### src/rtl/flash_rom_loader.sv
// Boot loader: copies a ROM image from SPI flash into SRAM,
// then releases the Z80 from reset and hands the SPI pins back.
module flash_rom_loader #(
  parameter logic [23:0] FLASH_BASE = 24'h100000,
  parameter logic [15:0] RAM_BASE   = 16'h4000,
  parameter int          LOAD_BYTES = 2048,
  parameter int          CLK_DIV    = 2,
  parameter int          PWR_CYCLES = 1024
) (
  input  logic        clk,
  input  logic        rst,
  input  logic        reload,
  input  logic        spi_miso,
  output logic        spi_clk,
  output logic        spi_out,
  output logic        spi_cs,
  output logic        spi_oe,
  output logic [15:0] ram_address,
  output logic [7:0]  ram_datain,
  output logic        ram_cs,
  output logic        ram_we,
  output logic        cpu_rst_n,
  output logic        done
);

  localparam int WW = $clog2(PWR_CYCLES + CLK_DIV + 2);
  localparam int DW = $clog2(CLK_DIV + 1);

  localparam logic [WW-1:0] PWR_LAST  = WW'(PWR_CYCLES - 1);
  localparam logic [WW-1:0] HALF_LAST = WW'(CLK_DIV - 1);
  localparam logic [WW-1:0] HALF      = WW'(CLK_DIV);
  localparam logic [DW-1:0] DIV_LAST  = DW'(CLK_DIV - 1);
  localparam logic [15:0]   LAST_IDX  = 16'(LOAD_BYTES - 1);
  localparam logic [31:0]   CMD       = {8'h03, FLASH_BASE};

  typedef enum logic [2:0] {
    PWR_WAIT,
    CS_SETUP,
    SEND,
    RECV,
    FINISH,
    DONE
  } state_t;

  state_t state_q, state_d;

  logic [WW-1:0] wait_q, wait_d;
  logic [DW-1:0] div_q, div_d;
  logic [4:0]    bit_q, bit_d;
  logic [2:0]    rx_q, rx_d;
  logic [7:0]    sh_q, sh_d;
  logic [31:0]   cmd_q, cmd_d;
  logic [15:0]   idx_q, idx_d;

  logic          spi_clk_q, spi_clk_d;
  logic          spi_out_q, spi_out_d;
  logic          spi_cs_q, spi_cs_d;
  logic          spi_oe_q, spi_oe_d;
  logic [15:0]   ram_address_q, ram_address_d;
  logic [7:0]    ram_datain_q, ram_datain_d;
  logic          ram_cs_q, ram_cs_d;
  logic          cpu_rst_n_q, cpu_rst_n_d;
  logic          done_q, done_d;

  logic          tick;
  logic          rise;
  logic          start;
  logic [7:0]    rx_byte;

  assign tick = (div_q == DIV_LAST);
  assign rise = tick && !spi_clk_q;

  // Next-state, SCK generation, shifting and SRAM write pulses
  always_comb begin
    state_d       = state_q;
    wait_d        = wait_q;
    div_d         = div_q;
    bit_d         = bit_q;
    rx_d          = rx_q;
    sh_d          = sh_q;
    cmd_d         = cmd_q;
    idx_d         = idx_q;
    spi_clk_d     = spi_clk_q;
    spi_out_d     = spi_out_q;
    spi_cs_d      = spi_cs_q;
    ram_address_d = ram_address_q;
    ram_datain_d  = ram_datain_q;
    ram_cs_d      = 1'b0;
    start         = 1'b0;
    rx_byte       = {sh_q[6:0], spi_miso};

    unique case (state_q)
      PWR_WAIT: begin
        if (wait_q == PWR_LAST) begin
          start = 1'b1;
        end else begin
          wait_d = wait_q + 1'b1;
        end
      end

      CS_SETUP: begin
        if (wait_q == HALF_LAST) begin
          state_d = SEND;
          div_d   = '0;
          bit_d   = '0;
        end else begin
          wait_d = wait_q + 1'b1;
        end
      end

      SEND: begin
        if (tick) begin
          div_d     = '0;
          spi_clk_d = !spi_clk_q;
          if (rise) begin
            bit_d = bit_q + 1'b1;
            if (bit_q == 5'd31) begin
              state_d   = RECV;
              spi_out_d = 1'b0;
              rx_d      = '0;
            end
          end else begin
            cmd_d     = {cmd_q[30:0], 1'b0};
            spi_out_d = cmd_q[30];
          end
        end else begin
          div_d = div_q + 1'b1;
        end
      end

      RECV: begin
        if (tick) begin
          div_d     = '0;
          spi_clk_d = !spi_clk_q;
          if (rise) begin
            sh_d = rx_byte;
            rx_d = rx_q + 1'b1;
            if (rx_q == 3'd7) begin
              ram_datain_d  = rx_byte;
              ram_address_d = RAM_BASE + idx_q;
              ram_cs_d      = 1'b1;
              idx_d         = idx_q + 1'b1;
              if (idx_q == LAST_IDX) begin
                state_d = FINISH;
                wait_d  = '0;
              end
            end
          end
        end else begin
          div_d = div_q + 1'b1;
        end
      end

      FINISH: begin
        if (wait_q == HALF) begin
          state_d = DONE;
        end else begin
          wait_d = wait_q + 1'b1;
          if (wait_q == HALF_LAST) begin
            spi_clk_d = 1'b0;
            spi_cs_d  = 1'b1;
          end
        end
      end

      DONE: begin
        spi_cs_d  = 1'b1;
        spi_clk_d = 1'b0;
        if (reload) begin
          start = 1'b1;
        end
      end

      default: begin
        state_d = PWR_WAIT;
      end
    endcase

    if (start) begin
      state_d   = CS_SETUP;
      wait_d    = '0;
      idx_d     = '0;
      cmd_d     = CMD;
      spi_cs_d  = 1'b0;
      spi_clk_d = 1'b0;
      spi_out_d = CMD[31];
    end

    done_d      = (state_d == DONE);
    cpu_rst_n_d = (state_d == DONE);
    spi_oe_d    = (state_d != DONE);
  end

  // State and output registers, async active-low reset
  always_ff @(posedge clk or negedge rst) begin
    if (!rst) begin
      state_q       <= PWR_WAIT;
      wait_q        <= '0;
      div_q         <= '0;
      bit_q         <= '0;
      rx_q          <= '0;
      sh_q          <= '0;
      cmd_q         <= '0;
      idx_q         <= '0;
      spi_clk_q     <= 1'b0;
      spi_out_q     <= 1'b0;
      spi_cs_q      <= 1'b1;
      spi_oe_q      <= 1'b1;
      ram_address_q <= RAM_BASE;
      ram_datain_q  <= '0;
      ram_cs_q      <= 1'b0;
      cpu_rst_n_q   <= 1'b0;
      done_q        <= 1'b0;
    end else begin
      state_q       <= state_d;
      wait_q        <= wait_d;
      div_q         <= div_d;
      bit_q         <= bit_d;
      rx_q          <= rx_d;
      sh_q          <= sh_d;
      cmd_q         <= cmd_d;
      idx_q         <= idx_d;
      spi_clk_q     <= spi_clk_d;
      spi_out_q     <= spi_out_d;
      spi_cs_q      <= spi_cs_d;
      spi_oe_q      <= spi_oe_d;
      ram_address_q <= ram_address_d;
      ram_datain_q  <= ram_datain_d;
      ram_cs_q      <= ram_cs_d;
      cpu_rst_n_q   <= cpu_rst_n_d;
      done_q        <= done_d;
    end
  end

  assign spi_clk     = spi_clk_q;
  assign spi_out     = spi_out_q;
  assign spi_cs      = spi_cs_q;
  assign spi_oe      = spi_oe_q;
  assign ram_address = ram_address_q;
  assign ram_datain  = ram_datain_q;
  assign ram_cs      = ram_cs_q;
  assign ram_we      = ram_cs_q;
  assign cpu_rst_n   = cpu_rst_n_q;
  assign done        = done_q;

endmodule

### config.mk
export PLATFORM = sky130hd
export DESIGN_NAME = flash_rom_loader
export DESIGN_NICKNAME = d
export VERILOG_FILES = /design/src/rtl/flash_rom_loader.sv
export SDC_FILE = /design/constraint.sdc
export NUM_CORES = 1
export LEC_CHECK = 0
export ABC_AREA = 1
export CORE_MARGIN = 5
export CORE_UTILIZATION = 40
export CTS_CLUSTER_SIZE = 12
export DETAILED_ROUTE_END_ITERATION = 8
export HOLD_SLACK_MARGIN = 0.08
export PLACE_DENSITY = 0.63
export SLEW_MARGIN = 20
export SYNTH_ARGS = -nofsm -noshare
export SYNTH_HDL_FRONTEND = slang
export SYNTH_SLANG_ARGS = --single-unit
export TNS_END_PERCENT = 50
### constraint.sdc
create_clock -name clk -period 1.9 [get_ports clk]
set_clock_uncertainty 0.15 [all_clocks]
set_input_delay 0.285 -clock clk [delete_from_list [all_inputs] [get_ports clk]]
set_output_delay 0.285 -clock clk [all_outputs]
set_load 0.005 [all_outputs]
==> results.txt, run 1 <==
- The flow ran to the end, but the final reports show violations.
* Violated checks: setup timing
- Largest net degree at the start of global routing: 42
- Async set-or-reset flop fraction in the synthesized netlist: 100%
- Top cells by area, synth: dfrtp_1, nand2_1, inv_1
- The wire-length estimate of the detail-placed layout is about 7000 microns.
- Clock period minus worst slack: between 1500 and 2000 ps
- Post-route fraction of the period consumed by the critical path: 101%
- Final hold violation count: 0
- The cell sitting at the root of the clock tree is a clkbuf_8.
* Routed vias/inst: approximately 4.8
- In the global route stage, overall resource usage came out at 15.5%.
- Final sum of negative setup slack: -33.9 ps
* Most repeated cell in the gate-level netlist after synthesis: nand2_1
- Compared with the post-synthesis result, the final layout area differs by 24.9%.
- The core region is 10800 sq um.
- The via count of the first global-routing pass is ~3700.
- Setup repair after global routing missed its margin: true
* Capture instance of the worst register-to-register path: idx_q[9]
* Final number of max-transition violations: 0
- The worst-case IR drop observed on VDD is between 400 and 500 uV.
- Most used standard cells in the synthesized netlist: nand2_1, dfrtp_1, inv_1, nor2_1, nand3_1
* Insertion delay of the later-clocked pin in the worst-skew pair: roughly 360 ps
- Measured on the finished design, the core utilization comes to about half.
- No sink is reached through more buffers than the 2 on the longest clock path.
- The Yosys step of the flow raised 0 warnings.
- Instance count of the mapped netlist: 547
- Beginning of the critical path: rx_q[1]
* Seq/Total Area, Yosys: between 50% and 60%
- Derived from the worst setup path, the maximum achievable clock frequency is 522 MHz.
- TritonCTS clock tree: done
* Number of synthesized register bits: ~90
- Global-route wire length before repair: 16700 microns
* Via count: between 3000 and 4000
- H-Tree Level Count: 3
- EDFF count, synth: 0
* Register-to-Register Setup Slack: -20 ps
* Startpoint type of the worst setup path: register
- The largest total area in the synthesized netlist belongs to dfrtp_1.
- Combinational power share: approximately 1.6%
- Final non-filler cell area: 5480 sq um
* Internal power contribution: about 2.5 mW
* Mean instance size in the synthesized netlist: ~8 sq um
- The most used flip-flop cell after synthesis is dfrtp_1.
- In this run, distinct cell masters in the synthesized netlist total 36.
* Worst-Margin Slew: about 420 ps
- Height of the die: around 110 microns
* Placement row count: 38
- Crit Path Class: register to register
- Effective utilization at floorplan: 40.6%
- The first detailed-routing pass took 5 iterations.
- The critical path ends at idx_q[9].
- In this run the power spent charging and discharging nets is between 0.7 and 0.8 mW.
* Horizontal die dimension: 115 microns
- The net count of the finished layout is around 640.
- Clock tree synthesis inserted a total of 9 buffers.
- Initial antenna violation count: 0
* Static leakage: between 2 and 3 nW
* Average wire per standard cell: between 10 and 15 microns
* Count of maximum capacitance violations: 0
* Total global routing overflow: 0
* CP endpoint kind: register
- Clock Pin Slew Worst Setup and Hold Paths: around 100 ps
- Worst endpoint data arrival time: 2040 ps
- Worst setup margin: -16.6 ps
* Layout cells sized above 1: roughly 17%
* Die outline area: ~13000 sq um
- R2R Path Start: rx_q[1]
- Number of antenna-violating nets in the routed design: 0
- Portion of total power attributed to the clock network: around two fifths
* Final setup violation count: 3
- Critical-path maximum fanout: 8
- After the first detailed-routing iteration, the DRC count stood at between 150 and 200.
- Number of port buffers: 35
* Number of antenna repair diodes: 0
- STA puts the critical path data required time at a little over 2000 ps.
* Weighted congestion at the end of routability-driven global placement: slightly below 0.9
- Syn_nets: 560
* Synth top area share: between 40% and 50%
- Relative contribution of sequential cells to total power: between 50 and 60%
- Measured in cells, the most critical reg-to-reg path has a length of 10.
* Sinks on Clock Net: slightly below 90
* Number of remaining DRC errors: 0
* Cell Area, Placed: between 5000 and 6000 sq um
- In this run the tightest slew margin relative to its limit is ~72%.
- Net switching is a little under a quarter of the power.
* Cell area after synthesis: approximately 4400 sq um
- 36 I/O pins were placed.
- In this run the worst hold path is classified as primary input to asynchronous set/reset pin.
* Power density over cell area: 601 nW/um^2
- Sum of routed wire length over all layers: between 9000 and 10000 microns
[registers in the layout (all words and copies together), names as in the netlist]
| signal | flops |
|---|---|
| bit_q | 5 |
| cmd_q | 11 |
| div_q | 2 |
| done | 1 |
| idx_q | 16 |
| ram_address | 16 |
| ram_cs | 1 |
| ram_datain | 8 |
| rx_q | 3 |
| sh_q | 7 |
| spi_clk | 1 |
| spi_cs | 1 |
| spi_oe | 1 |
| spi_out | 1 |
| state_q | 3 |
| wait_q | 11 |
[critical path, cell delays in order, from the launching register on]
cell     delay [ps]
dfrtp_1         390
ha_2            210
ha_4            130
nand4_1         140
nor2_4          280
buf_6           140
nand4_1         120
nor2_1          140
nor2_1           40
nand2_1          50
inv_1            30
[how the worst min path moves through the flow]
stage	start	endpoint	cells after the start
after floorplan	rst	bit_q[0]	0
after global placement	rst	ram_address[12]	1
after detailed placement	rst	ram_address[9]	1
after CTS	rst	ram_address[9]	2
after global routing	rst	ram_address[9]	2
final	rst	ram_address[9]	2
[per-stage QoR]
stage | instances | total power, mW | hold slack (ps) | setup WS (ps)
2_1_floorplan | 547 | 1.91 | -161 | 126
3_3_place_gp | 744 | 1.96 | 64.2 | 54.9
3_5_place_dp | 744 | 1.96 | 66.6 | -30.4
4_1_cts | 762 | 3.34 | 215 | 8.65
5_1_grt | 770 | 3.42 | 227 | -118
6_report | 770 | 3.29 | 210 | -16.6
[kinds of logic (layout without fill, tap and decap cells)]
family                   count (synthesis)  after routing  share of synthesized area (%)
AO/OA/AOI/OAI                           64             64                           7.93
XOR/XNOR                                 6              6                           1.20
adder cells (fa/ha/maj)                  9              9                           2.57
buffers and inverters                   83            166                           8.13
flip-flops                              88             88                           50.3
AND/OR/NAND/NOR                        297            297                           29.9
[layer usage]
layer  track usage [%]  vias to the layer above  wire length (microns)
met1              21.1                     1697                   4610
met5                 0                        -                      0
met3              4.02                       11                    565
met4              5.16                        0                    155
li1                  -                     1904                      -
met2              24.3                       79                   4360
[timing repair]
action / 4_1_cts / 5_1_grt
endpoints found under the hold margin: 74 / 0
gates resized for setup: 0 / 19
buffers inserted: 1 / 8
hold buffers: 1 / 0
pin swaps: 2 / 5
endpoints found under the setup margin: 17 / 38
[power by group through the flow]
stage | clock network [mW] | logic, mW | registers [mW]
after floorplan | 0 | 0.000381 | 1.91
after global routing | 1.48 | 0.0620 | 1.87
final | 1.37 | 0.0512 | 1.87
after CTS | 1.42 | 0.0554 | 1.87
after detailed placement | 0 | 0.0538 | 1.91
after global placement | 0 | 0.0529 | 1.91
[layout make-up]
cell class	count	area, sq um
clock inverters	7	77.6
fillers	1037	5320
multi-input cells	376	1890
well taps	140	175
clock buffers	9	124
flip-flops and latches	88	2210
repair buffers	83	756
inverters	67	254
[placed cells by master, fill, tap and decap left out, drive strengths merged]
| master | n |
|---|---|
| a211oi | 1 |
| a21boi | 1 |
| a21oi | 14 |
| buf | 48 |
| bufinv | 1 |
| clkbuf | 9 |
| clkdlybuf4s50 | 34 |
| clkinv | 2 |
| dfrtp | 85 |
| dfstp | 3 |
| dlygate4sd3 | 1 |
| ha | 9 |
| inv | 71 |
| nand2 | 168 |
| nand3 | 41 |
| nand3b | 2 |
| nand4 | 13 |
| nor2 | 61 |
| nor3 | 9 |
| o211ai | 2 |
| o21ai | 36 |
| o21bai | 2 |
| o22ai | 6 |
| o31ai | 2 |
| or2 | 3 |
| xnor2 | 2 |
| xor2 | 4 |
(Power assumes the default switching activity.)
==> run 2: changes to the inputs <==
--- a/config.mk
+++ b/config.mk
@@ -10,6 +10,7 @@
 export CORE_UTILIZATION = 40
 export CTS_CLUSTER_SIZE = 12
 export DETAILED_ROUTE_END_ITERATION = 8
+export GPL_ROUTABILITY_DRIVEN = 0
 export HOLD_SLACK_MARGIN = 0.08
 export PLACE_DENSITY = 0.63
 export SLEW_MARGIN = 20
==> results of run 2 <==
No change in the layout: final DEF, timing and power equal those of run 1.
